[config.mk]
export PLATFORM = sky130hd
export DESIGN_NAME = acc_norm_pipe_flat
export DESIGN_NICKNAME = d
export VERILOG_FILES = /design/src/rtl/acc_norm_pkg.sv /design/src/rtl/acc_norm_if.sv /design/src/rtl/acc_norm_lzd.sv /design/src/rtl/acc_norm_pipe.sv /design/src/flat_wrapper.sv
export SDC_FILE = /design/constraint.sdc
export NUM_CORES = 1
export LEC_CHECK = 0
export ABC_AREA = 1
export BUFFER_PORTS_ARGS = -buffer_cell sky130_fd_sc_hd__buf_2
export CAP_MARGIN = 15
export CORE_ASPECT_RATIO = 0.8
export CORE_MARGIN = 2
export CORE_UTILIZATION = 40
export DETAILED_ROUTE_END_ITERATION = 10
export PLACE_DENSITY = 0.6
export SYNTH_ARGS = -nofsm -noshare
export SYNTH_HDL_FRONTEND = slang
export SYNTH_SLANG_ARGS = --single-unit
export TNS_END_PERCENT = 30
[constraint.sdc]
create_clock -name clk_i -period 4.45 [get_ports clk_i]
set_input_delay 0.89 -clock clk_i [delete_from_list [all_inputs] [get_ports clk_i]]
set_output_delay 0.89 -clock clk_i [all_outputs]
set_load 0.03 [all_outputs]
[src/rtl/acc_norm_pkg.sv]
// Shared widths, stage payload and result types for the accumulator normaliser.
// The optional round-to-nearest-even path is ACC_NORM_RNE_EN (see acc_norm_pipe).
package acc_norm_pkg;

   localparam int SEGW   = 24;
   localparam int SEGS   = 4;
   localparam int HEAD   = 6;
   localparam int FRAC   = 48;
   localparam int MTSW   = 8;
   localparam int SF_MAX = 23;
   localparam int SF_MIN = -24;
   localparam int TAGW   = 4;
   localparam int ACCW   = HEAD + SEGS * SEGW;
   localparam int SFW    = $clog2(ACCW) + 2;
   localparam int PW     = $clog2(ACCW);

   localparam logic signed [SFW-1:0] SF_MAX_S = SFW'(SF_MAX);
   localparam logic signed [SFW-1:0] SF_MIN_S = SFW'(SF_MIN);

   typedef struct packed {
      logic            sign;
      logic [ACCW-1:0] mag;
      logic [TAGW-1:0] tag;
   } payload_t;

   typedef struct packed {
      logic [SFW-1:0]  sf;
      logic [MTSW-1:0] mts;
      logic            ovf;
      logic            udf;
      logic            nzero;
   } result_t;

   // Clamp the scale factor to the encoder's range and encode the flags.
   function automatic result_t sf_sat(input logic zero,
                                      input logic signed [SFW-1:0] sf,
                                      input logic [MTSW-1:0] mts);
      result_t r;
      r.sf    = sf;
      r.mts   = mts;
      r.ovf   = 1'b0;
      r.udf   = 1'b0;
      r.nzero = 1'b1;
      if (zero) begin
         r.sf    = '0;
         r.mts   = '0;
         r.udf   = 1'b1;
         r.nzero = 1'b0;
      end else if (sf > SF_MAX_S) begin
         r.ovf = 1'b1;
         r.sf  = SF_MAX_S;
         r.mts = '1;
      end else if (sf < SF_MIN_S) begin
         r.udf = 1'b1;
         r.sf  = SF_MIN_S;
         r.mts = '0;
      end
      return r;
   endfunction

endpackage

[src/rtl/acc_norm_if.sv]
// Stream interface between the MAC accumulator, the normaliser and the encoder.
interface acc_norm_if;
   import acc_norm_pkg::*;

   logic            clr_i;
   logic            in_vld_i;
   logic            in_rdy_o;
   logic [ACCW-1:0] acc_i;
   logic [TAGW-1:0] tag_i;
   logic            out_vld_o;
   logic            out_rdy_i;
   logic [TAGW-1:0] tag_o;
   logic            sign_o;
   logic [SFW-1:0]  sf_o;
   logic [MTSW-1:0] mts_o;
   logic            ovf_o;
   logic            udf_o;
   logic            nzero_o;

   modport slave (
      input  clr_i, in_vld_i, acc_i, tag_i, out_rdy_i,
      output in_rdy_o, out_vld_o, tag_o, sign_o, sf_o, mts_o, ovf_o, udf_o, nzero_o
   );

   modport master (
      output clr_i, in_vld_i, acc_i, tag_i, out_rdy_i,
      input  in_rdy_o, out_vld_o, tag_o, sign_o, sf_o, mts_o, ovf_o, udf_o, nzero_o
   );

endinterface

[src/rtl/acc_norm_lzd.sv]
// Combinational leading-one detector: position of the highest set bit and a zero flag.
module acc_norm_lzd #(
   parameter int W  = 102,
   parameter int PW = $clog2(W)
) (
   input  logic [W-1:0]  vec,
   output logic [PW-1:0] pos,
   output logic          zero
);

   always_comb begin
      pos  = '0;
      zero = ~|vec;
      for (int i = 0; i < W; i++) begin
         if (vec[i]) pos = PW'(i);
      end
   end

endmodule

[src/rtl/acc_norm_pipe.sv]
// Three-stage accumulator normaliser: sign/magnitude, leading-one position, align+saturate.
// Define ACC_NORM_RNE_EN for round-to-nearest-even instead of truncation.
module acc_norm_pipe
   import acc_norm_pkg::*;
(
   input  logic        clk_i,
   input  logic        rstn,
   acc_norm_if.slave   bus
);

   logic            v1, v2, v3;
   logic            rdy1, rdy2, rdy3;
   logic            accept;
   payload_t        s1, s2;
   logic [PW-1:0]   lzd_pos, s2_pos;
   logic            lzd_zero, s2_zero;

   logic [PW-1:0]   sh;
   logic [ACCW-1:0] aligned;
   logic [MTSW-1:0] mts_t, mts_r;
   logic [SFW-1:0]  sf_raw, sf_r;
   result_t         res, s3_res;
   logic            s3_sign;
   logic [TAGW-1:0] s3_tag;

   // Bubble-collapsing: a stage may load whenever the one ahead is empty or draining.
   assign rdy3         = ~v3 | bus.out_rdy_i;
   assign rdy2         = ~v2 | rdy3;
   assign rdy1         = ~v1 | rdy2;
   assign bus.in_rdy_o = rdy1 & ~bus.clr_i;
   assign accept       = bus.in_vld_i & bus.in_rdy_o;

   always_ff @(posedge clk_i or negedge rstn) begin
      if (!rstn) begin
         v1 <= 1'b0;
         v2 <= 1'b0;
         v3 <= 1'b0;
      end else if (bus.clr_i) begin
         v1 <= 1'b0;
         v2 <= 1'b0;
         v3 <= 1'b0;
      end else begin
         if (rdy1) v1 <= bus.in_vld_i;
         if (rdy2) v2 <= v1;
         if (rdy3) v3 <= v2;
      end
   end

   // Negating the most negative value yields 1<<(ACCW-1), which read unsigned is exact.
   always_ff @(posedge clk_i or negedge rstn) begin
      if (!rstn) begin
         s1 <= '0;
      end else if (accept) begin
         s1.sign <= bus.acc_i[ACCW-1];
         s1.mag  <= bus.acc_i[ACCW-1] ? (~bus.acc_i + ACCW'(1)) : bus.acc_i;
         s1.tag  <= bus.tag_i;
      end
   end

   acc_norm_lzd #(.W(ACCW), .PW(PW)) u_lzd (
      .vec  (s1.mag),
      .pos  (lzd_pos),
      .zero (lzd_zero)
   );

   always_ff @(posedge clk_i or negedge rstn) begin
      if (!rstn) begin
         s2      <= '0;
         s2_pos  <= '0;
         s2_zero <= 1'b1;
      end else if (rdy2 && v1) begin
         s2      <= s1;
         s2_pos  <= lzd_pos;
         s2_zero <= lzd_zero;
      end
   end

   assign sh      = PW'(ACCW-1) - s2_pos;
   assign aligned = s2.mag << sh;
   assign mts_t   = aligned[ACCW-1 -: MTSW];
   assign sf_raw  = {{(SFW-PW){1'b0}}, s2_pos} - SFW'(FRAC);

`ifdef ACC_NORM_RNE_EN
   logic            guard, sticky, rnd, cy;
   logic [MTSW-1:0] mts_sum;

   assign guard  = aligned[ACCW-1-MTSW];
   assign sticky = |aligned[ACCW-2-MTSW:0];
   assign rnd    = guard & (sticky | mts_t[0]);
   assign {cy, mts_sum} = {1'b0, mts_t} + (MTSW+1)'(rnd);
   // Carry-out renormalises to 1.000.. and bumps the exponent before the range check.
   assign mts_r  = cy ? {1'b1, {(MTSW-1){1'b0}}} : mts_sum;
   assign sf_r   = cy ? (sf_raw + SFW'(1)) : sf_raw;
`else
   logic unused_low;

   assign unused_low = ^aligned[ACCW-1-MTSW:0];
   assign mts_r      = mts_t;
   assign sf_r       = sf_raw;
`endif

   assign res = sf_sat(s2_zero, sf_r, mts_r);

   always_ff @(posedge clk_i or negedge rstn) begin
      if (!rstn) begin
         s3_res  <= '{sf: '0, mts: '0, ovf: 1'b0, udf: 1'b0, nzero: 1'b1};
         s3_sign <= 1'b0;
         s3_tag  <= '0;
      end else if (rdy3 && v2) begin
         s3_res  <= res;
         s3_sign <= s2.sign & ~s2_zero;
         s3_tag  <= s2.tag;
      end
   end

   assign bus.out_vld_o = v3;
   assign bus.tag_o     = s3_tag;
   assign bus.sign_o    = s3_sign;
   assign bus.sf_o      = s3_res.sf;
   assign bus.mts_o     = s3_res.mts;
   assign bus.ovf_o     = s3_res.ovf;
   assign bus.udf_o     = s3_res.udf;
   assign bus.nzero_o   = s3_res.nzero;

endmodule
[src/flat_wrapper.sv]
// flat-port wrapper written by rule: the top's interface ports become plain ports
module acc_norm_pipe_flat import acc_norm_pkg::*;
  (clk_i, rstn, bus_clr_i, bus_in_vld_i, bus_acc_i, bus_tag_i, bus_out_rdy_i, bus_in_rdy_o, bus_out_vld_o, bus_tag_o, bus_sign_o, bus_sf_o, bus_mts_o, bus_ovf_o, bus_udf_o, bus_nzero_o);
  acc_norm_if bus_i ();
  input  logic clk_i;
  input  logic rstn;
  input wire logic [$bits(bus_i.clr_i)-1:0] bus_clr_i;
  input wire logic [$bits(bus_i.in_vld_i)-1:0] bus_in_vld_i;
  input wire logic [$bits(bus_i.acc_i)-1:0] bus_acc_i;
  input wire logic [$bits(bus_i.tag_i)-1:0] bus_tag_i;
  input wire logic [$bits(bus_i.out_rdy_i)-1:0] bus_out_rdy_i;
  output wire logic [$bits(bus_i.in_rdy_o)-1:0] bus_in_rdy_o;
  output wire logic [$bits(bus_i.out_vld_o)-1:0] bus_out_vld_o;
  output wire logic [$bits(bus_i.tag_o)-1:0] bus_tag_o;
  output wire logic [$bits(bus_i.sign_o)-1:0] bus_sign_o;
  output wire logic [$bits(bus_i.sf_o)-1:0] bus_sf_o;
  output wire logic [$bits(bus_i.mts_o)-1:0] bus_mts_o;
  output wire logic [$bits(bus_i.ovf_o)-1:0] bus_ovf_o;
  output wire logic [$bits(bus_i.udf_o)-1:0] bus_udf_o;
  output wire logic [$bits(bus_i.nzero_o)-1:0] bus_nzero_o;
  assign bus_i.clr_i = bus_clr_i;
  assign bus_i.in_vld_i = bus_in_vld_i;
  assign bus_i.acc_i = bus_acc_i;
  assign bus_i.tag_i = bus_tag_i;
  assign bus_i.out_rdy_i = bus_out_rdy_i;
  assign bus_in_rdy_o = bus_i.in_rdy_o;
  assign bus_out_vld_o = bus_i.out_vld_o;
  assign bus_tag_o = bus_i.tag_o;
  assign bus_sign_o = bus_i.sign_o;
  assign bus_sf_o = bus_i.sf_o;
  assign bus_mts_o = bus_i.mts_o;
  assign bus_ovf_o = bus_i.ovf_o;
  assign bus_udf_o = bus_i.udf_o;
  assign bus_nzero_o = bus_i.nzero_o;
  acc_norm_pipe u_core (.clk_i(clk_i), .rstn(rstn), .bus(bus_i));
endmodule
Word-level counts from Yosys, hierarchy flattened
Cells that the tools add are included.
{"block": "totals", "ramBits": 0, "inputBits": 111, "memories": 0, "reg_bits": 250, "latch_bits": 0, "mem_bits_ro": 0, "elab_cells": 160}
{"block": "classes", "n_mux": 117, "n_shift": 1, "multipliers": 0, "div": 0, "order_cmp": 2, "n_eq_ne": 0, "bitwise": 12, "add_sub_neg": 3, "reduce_logical": 7}
{"op": "$mux W7", "n": 100}
{"op": "$add A102 B1 Y102 const B", "n": 1}
{"op": "$mux W102", "n": 1}
{"op": "$not A102 Y102", "n": 1}
{"op": "$reduce_or A102 Y1", "n": 1}
{"op": "$shl A102 B7 Y102", "n": 1}
{"op": "$mux W17", "n": 3}
{"op": "$mux W1", "n": 13}
{"op": "$gt A9 B6 Y1 const B", "n": 1}
{"op": "$lt A9 B6 Y1 const B", "n": 1}
{"op": "$sub A7 B6 Y8 const B", "n": 1}
{"op": "$sub A7 B7 Y7 const A", "n": 1}
{"op": "$reduce_bool A2 Y1", "n": 3}
{"op": "$not A1 Y1", "n": 5}
{"op": "$and A1 B1 Y1", "n": 3}
{"op": "$or A1 B1 Y1", "n": 3}
{"op": "$logic_and A1 B1 Y1", "n": 2}
{"op": "$logic_not A1 Y1", "n": 1}

Depth between registers and ports, before layout
Gate-level depths: netlist of run 1.
{"block": "depth", "ltp_word": 101, "depth_mapped": 101, "mapped_depth_nobuf": 101}

Hierarchy
From an unflattened synthesis of run 1, not the netlist that was laid out.
{"block": "unflattened", "hier_cells": 3129, "hier_area_um2": 19232.2}
{"mod": "acc_norm_pipe", "area_per_inst_um2": 17733.3, "n_inst": 1, "cells_per_inst": 2759}
{"mod": "acc_norm_lzd", "area_per_inst_um2": 1498.9, "n_inst": 1, "cells_per_inst": 370}

Least setup slack after synthesis of run 1
No wires, ideal clock.
{"block": "synth_path", "kind": "flip-flop to flip-flop", "startpoint": "register u_core.s1[5] (netlist name)", "endpoint": "register u_core.s2_pos[0]", "setup_slack_ps": -214, "period_less_slack_ps": 4664, "path_buffers": 0, "setup_time_ps": 116, "stages_incl_launch_ff": 101, "t_arrival_ps": 4547, "path_cell_list": "dfrtp_1 > nand2_1 > nand2_1 > nand2_1 > nand2_1 > nand2_1 > nand2_1 > nand2_1 > nand2_1 > nand2_1 > nand2_1 > nand2_1 > nand2_1 > nand2_1 > nand2_1 > nand2_1 > nand2_1 > nand2_1 > [... 65 more ...] > nand2_1 > nand2_1 > nand2_1 > nand2_1 > nand2_1 > nand2_1 > nand2_1 > nand2_1 > nand2_1 > nand2_1 > nand2_1 > nand2_1 > nand2_1 > nand2_1 > nand2_1 > nand2_1 > nand2_1 > nand2_1"}
{"block": "synth_between", "elab_chain_cells": 101}
{"element": "start, declared", "line": "acc_norm_pipe.sv:14", "text": "payload_t s1, s2;"}
{"element": "$mux W1", "line": "acc_norm_lzd.sv:15", "text": "if (vec[i]) pos = PW'(i);"}
{"element": "$mux W7 (100 in a row)", "line": "acc_norm_lzd.sv:15"}
{"element": "end signal, assigned", "line": "acc_norm_pipe.sv:73", "text": "s2_pos <= lzd_pos;"}
{"element": "end, declared", "line": "acc_norm_pipe.sv:15", "text": "logic [PW-1:0] lzd_pos, s2_pos;"}
No other way between the ends.
A chain may end at the register's enable or synchronous reset.

Worst setup path in the final report of run 1
{"block": "layout_path", "startpoint": "register u_core.s1[6] (netlist name)", "endpoint": "register u_core.s2_pos[0]"}
{"block": "layout_between", "elab_chain_cells": 100}
{"element": "$mux W7 (100 in a row)", "line": "acc_norm_lzd.sv:15"}
No other way between the ends.

==> results of run 1 <==
critical path: cells and delay by family (launching register included):
family                 cells  cell delay, ns
buffers and inverters      1            0.06
DFF                        1            0.38
and+or+nand+nor          100            4.82
registers in the layout, indices dropped and copies added (netlist names):
name,flops
u_core.s1,107
u_core.s2,107
u_core.bus.mts_o,8
u_core.bus.sf_o,8
u_core.s2_pos,7
u_core.bus.tag_o,4
u_core.bus.nzero_o,1
u_core.bus.out_vld_o,1
u_core.bus.ovf_o,1
u_core.bus.sign_o,1
u_core.bus.udf_o,1
u_core.s2_zero,1
u_core.v1,1
u_core.v2,1
kinds of logic (layout without fill, tap and decap cells):
group | Yosys count | in the layout | synth area share [%]
other | 0 | 1 | 0
xor gates and xnor gates | 98 | 98 | 4.90
and+or+nand+nor | 1211 | 1211 | 27.6
DFF | 249 | 249 | 35.6
muxes | 14 | 14 | 0.800
AOI/OAI and AO/OA | 591 | 591 | 18.6
buffers and inverters | 377 | 542 | 12.1
adders and majority gates | 6 | 6 | 0.429
cells in the final DEF, fill, tap and decap left out, types with 28 or more instances in the layout:
| master | n |
|---|---|
| a21oi_1 | 82 |
| buf_2 | 136 |
| buf_4 | 106 |
| bufinv_8 | 51 |
| clkbuf_16 | 28 |
| dfrtp_1 | 245 |
| inv_1 | 156 |
| inv_2 | 29 |
| nand2_1 | 816 |
| nand3_1 | 76 |
| nor2_1 | 223 |
| nor4_1 | 32 |
| o21ai_0 | 297 |
| o21ai_1 | 96 |
| xnor2_1 | 36 |
| xor2_1 | 62 |
through the flow:
step | instance area [um^2] | TNS, ns
2_1_floorplan | 17500 | -0.560
3_3_place_gp | 19300 | -13.82
3_5_place_dp | 19300 | -18.01
4_1_cts | 20200 | -0.924
5_1_grt | 20400 | -2.05
6_report | 20400 | -0.862
final cells by class:
| cell class | instances | area (um^2) |
|---|---|---|
| repair buffers | 248 | 1590 |
| clock inverters | 7 | 71.3 |
| well taps | 560 | 701 |
| diodes | 1 | 2.50 |
| fillers | 4466 | 22800 |
| multi-input cells | 1920 | 9310 |
| flip-flops and latches | 249 | 6240 |
| clock buffers | 44 | 821 |
| inverters | 243 | 1620 |
routing by layer:
metal  track usage, %  share of wire (%)  wire length [um]
met1             38.7                 55             29200
met2             32.2                 39             20600
met3             2.67                4.9              2590
met4             4.31                1.6               825
met5                0                  0                 0
synthesized netlist by cell type (5+ instances only):
cell type  instances
o31ai_1           11
o21ai_1           96
a31oi_1           13
buf_1             20
o211ai_1          20
nor4_1            35
o21ai_0          297
nand4_1           11
nor2_1           227
o311ai_1           7
o22ai_1           24
nor3_1            32
o221ai_1          14
dfrtp_1          247
ha_1               6
bufinv_8          51
xor2_1            62
inv_1            157
a22oi_1            5
mux2i_1           14
nand2_1          819
nand3_1           76
xnor2_1           36
clkbuf_1         112
inv_2             29
a21oi_1           82
worst paths after layout:
| kind | start | endpoint | slack, ns |
|---|---|---|---|
| setup / recovery | u_core.s1[6] | u_core.s2_pos[0] | -0.86 |
| hold / removal | rstn | u_core.s1[26] | 0.34 |
| setup reg to reg | u_core.s1[6] | u_core.s2_pos[0] | -0.86 |
| hold reg to reg | u_core.bus.tag_o[3] | u_core.bus.tag_o[3] | 0.46 |
| max in group asynchronous | rstn | u_core.s1[88] | 3.04 |
| min in group clk_i | u_core.bus.tag_o[3] | u_core.bus.tag_o[3] | 0.46 |
report_power, final:
| part | total, mW | leakage, nW | switching (mW) | internal (mW) |
|---|---|---|---|---|
| Clock | 2.27 | 0.441 | 0.950 | 1.32 |
| Combinational | 4.03 | 6.24 | 2.56 | 1.47 |
| Sequential | 3.01 | 3.11 | 0.338 | 2.67 |
timing repair:
item / in CTS / in global routing
pin swaps: 0 / 4
buffers inserted: 1 / 0
setup endpoints to repair: 8 / 37
gates resized for setup: 5 / 23
cloned: 0 / 0
==> flow_summary.toml, run 1 <==
[yosys]
syn_area_um2 = 17500
syn_area_per_cell_um2 = 6.88
synth_top_area_share_pct = 35.3
ys_ff_latch = 249
async_flop_share_pct = 100
synth_cell_types = 51
synth_warnings = 0
synth_edf_count = 0
synth-main-ff-cell = "dfrtp_1"
syn-num-nets = 2663
yosysTopAreaCell = "dfrtp_1"
synth_area_leaders = "dfrtp_1 35%, nand2_1 18%, o21ai_0 8.5%"
postSynthCellCount = 2546
ys_seq_area_share_pct = 35.6

[clock_tree]
cts_tree = "built"
clk_pin_slew_worst_paths_ns = 0.07
clockBufferDepth = 3
clock_sinks = 249
numCtsBuffers = 28
clk_latency_ns = 0.58
cts-root-buf = "clkbuf_16"
postCtsHoldBufs = 0
htreeDepth = 1

[route]
dr.pass1.iters = 6
vias = 16877
vias_per_cell = 5.16
wl_per_cell_um = 16.3
drt_iter0_drc = 1388
drcViolationCount = 0
drtAntennaViolNets = 0
finalWirelength_um = 53200

[finish]
nets = 2807
area_delta_synth_final_pct = 16.2
stdcell_count = 3272
utilization_pct = 47.2
drive_above_1_share_pct = 14.8

[setup_path]
r2r_cells = 101
worstPathMaxFanout = 2
worst_ep_required_time_ns = 4.97
end_kind = "flip-flop"
critPathSlowestCell = "dfrtp_1"
slowest_delay_ns = 0.38
worst_setup_path_start_kind = "flip-flop"
cp_common_cell = "nand2_1"
arrival_ns = 5.83
path_class = "reg2reg"

[placed_design]
gp_congestion = 0.885
portBuffers = 137
dp_cells = 3219
dp_hpwl_um = 40700
dp_slack_ns = -1.02

[floorplan]
start_util_pct = 40.6
die-area_um2 = 45500
fp.dieH_um = 191
io_pins = 138
fp.coreArea_um2 = 43100
die_w_um = 238
placement_rows = 68

[sta]
hold_viol_final = 0
worst_pin_slew_ns = 0.974
rsz0062_at_grt = "yes"
setup_viol = 1
skew_ns = 0.0237
setup_slack_ns = -0.862
holdWs_ns = 0.341
finalMaxSlewViolations = 0
finalCritPeriodShare_pct = 119
final.min_clock_period_ns = 5.31
fmax_ghz = 0.188
relSlewSlack_pct = 34.8

[pwr]
pwr_density_cell_nw_per_um2 = 457
leakagePower_nw = 9.79
peakVddDrop_mv = 0.316
power_mw = 9.31

[grt]
grt_use_total_pct = 23.5
grt_first_pass_wirelength_um = 86000
grt_max_degree = 204
overflow = 0
antenna_found_initial = 3
grt_pass1_vias = 15660

[worst_hold_path]
hp-class = "in2async"

[run_status]
violations = "negative setup slack"
outcome = "finished, violations left"

[run]
cap_viol_max_count = 0
No activity file was read; power rests on OpenSTA's default activity.
==> run 2, diff against run 1 <==
Settings changed: SYNTH_HIERARCHICAL set to 1.
==> flow_summary.toml, run 2 <==
[setup_path]
worst_setup_path_start_kind = "flip-flop"
r2r-start = "u_core/s1[6]"
cp_common_cell = "nand2_1"
end_kind = "flip-flop"
slowest_delay_ns = 0.38
critical_path.startpoint = "u_core/s1[6]"
critPathSlowestCell = "dfrtp_1"
worstPathMaxFanout = 2
worst_ep_required_time_ns = 4.92
arrival_ns = 5.82
path_class = "reg2reg"

[finish]
ff_latch_area_um2 = 6240
utilization_pct = 45.5
layout_common_cells = "1171 x nand2_1, 471 x nand3_1, 395 x nor2_1, 245 x dfrtp_1, 240 x inv_1"
multi_input_area_um2 = 11400
num_antenna_cells = 0
drive_above_1_share_pct = 10.7
top_regs = "u_core/s1 x107, u_core/s2 x107"
num-fill-cells = 5071
area_delta_synth_final_pct = 11.9
nets = 3336
final_common_cell = "nand2_1"

[route]
finalWirelength_um = 67800
drt_iter0_drc = 2060
vias = 20434
wl_per_cell_um = 17.6
vias_per_cell = 5.30
drcViolationCount = 0
drtAntennaViolNets = 0
dr.pass1.iters = 6

[yosys]
synth_commonest_cells = "1173 x nand2_1, 471 x nand3_1, 395 x nor2_1"
yosysTopAreaCell = "dfrtp_1"
ys_ff_latch = 249
syn_area_per_cell_um2 = 6.15
syn-num-nets = 3247
synth_edf_count = 0
synth_cell_types = 45
ys_seq_area_share_pct = 32.4
synth-main-ff-cell = "dfrtp_1"
synth_top_area_share_pct = 32.1
synth_warnings = 6
async_flop_share_pct = 100
postSynthCellCount = 3129
syn_area_um2 = 19200
synth_area_leaders = "dfrtp_1 32%, nand2_1 23%, nand3_1 12%"
synthMostInstantiatedCell = "nand2_1"

[floorplan]
io_pins = 138
start_util_pct = 40.7
fp.coreArea_um2 = 47300
placement_rows = 71
fp.dieH_um = 200
die_w_um = 249
die-area_um2 = 49900

[run_status]
outcome = "finished, violations left"
violations = "negative setup slack"

[pwr]
pwr-share-clk_pct = 24.3
p_int_mw = 5.59
peakVddDrop_mv = 0.283
p_sw_share_pct = 43.3
combPwrFrac_pct = 44.3
pwr-share-seq_pct = 31.5
leakagePower_nw = 10.8
power_mw = 9.84
pwr_density_cell_nw_per_um2 = 457
power.switching_mw = 4.26

[placed_design]
dp_hpwl_um = 53100
portBuffers = 137
gp_congestion = 1.01
dp_slack_ns = -0.866

[sta]
skew_ns = 0.0145
setup_slack_ns = -0.907
setup_viol = 1
hold_viol_final = 0
finalCritPeriodShare_pct = 120
relSlewSlack_pct = 28.4
finalMaxSlewViolations = 0
worst_pin_slew_ns = 1.07
final.min_clock_period_ns = 5.36
fmax_ghz = 0.187
holdWs_ns = 0.325
rsz0062_at_grt = "yes"

[grt]
grt_max_degree = 100
overflow = 0
grt_use_total_pct = 26.9
grt_pass1_vias = 19539
grt_first_pass_wirelength_um = 107000
antenna_found_initial = 0

[clock_tree]
cts-root-buf = "clkbuf_16"
htreeDepth = 1
postCtsSetupBuffers = 0
clock_sinks = 249
cts_tree = "built"
clockBufferDepth = 3
cts-resized-gates = 0
clk_latency_ns = 0.55
clk_pin_slew_worst_paths_ns = 0.06
postCtsHoldBufs = 0
numCtsBuffers = 26

[worst_hold_path]
hp-class = "in2async"

[run]
cap_viol_max_count = 0
run 2: changes by cell type in the layout (fill, tap and decap cells not counted), sizes merged, moves of 20 or more:
cell    change
inv        +67
nor4       -31
nand3     +395
nor2      +174
xnor2      -29
nand4      +22
bufinv     -43
xor2       -22
nand2     +358
mux2       +69
o22ai      -20
buf        -55
o21ai     -256
run 2: final cells by class:
class | count | area share, %
tap | 620 | 3.60
multi-input combinational | 2489 | 52.9
inverter | 259 | 4.77
sequential | 249 | 29.0
clock inverter | 13 | 0.913
clock buffer | 35 | 3.42
timing repair buffer | 193 | 5.36
run 2: critical path, delay by kind of cell (launching register included):
family / cells / cell delay (ns)
and+or+nand+nor: 101 / 4.70
buffers and inverters: 1 / 0.06
AOI/OAI and AO/OA: 1 / 0.13
DFF: 1 / 0.38
run 2: cells by family after synthesis:
logic type	synth area share (%)
adders and majority gates	0.455
muxes	4.04
xor gates and xnor gates	2.37
AOI/OAI and AO/OA	6.95
buffers and inverters	8.43
DFF	32.4
and+or+nand+nor	45.3
run 2: per-stage QoR:
stage / setup TNS, ns / cells / cell area (um^2)
floorplan: -0.364 / 3129 / 19200
global placement: -0.968 / 3810 / 20600
detailed placement: -0.866 / 3810 / 20600
CTS: -0.893 / 3858 / 21500
global route: -2.05 / 3858 / 21500
finish: -0.907 / 3858 / 21500
run 2: final timing paths:
check                                            to  cells past startpoint  slack (ns)
worst min register to register  u_core/bus.tag_o[1]                      2        0.46
max in group asynchronous       u_core/bus.tag_o[2]                      3        3.06
min in group clk_i              u_core/bus.tag_o[1]                      2        0.46
worst min-delay path                   u_core/s1[4]                      1        0.33
worst max-delay path               u_core/s2_pos[0]                    103       -0.91
worst max register to register     u_core/s2_pos[0]                    103       -0.91
run 2: power by group through the flow:
stage / Combinational [mW] / Clock [mW] / Sequential (mW)
6_report: 4.36 / 2.39 / 3.10
4_1_cts: 4.31 / 2.45 / 3.10
5_1_grt: 4.92 / 2.53 / 3.15
3_3_place_gp: 4.26 / 0 / 3.13
2_1_floorplan: 3.10 / 0 / 3.09
3_5_place_dp: 4.29 / 0 / 3.14
run 2: layer usage:
metal,part of all wire (%),track usage [%],up-vias
met1,45,37.3,9509
li1,-,-,10210
met5,0,0,-
met4,2.0,5.70,0
met2,46,45.1,645
met3,6.4,3.18,70
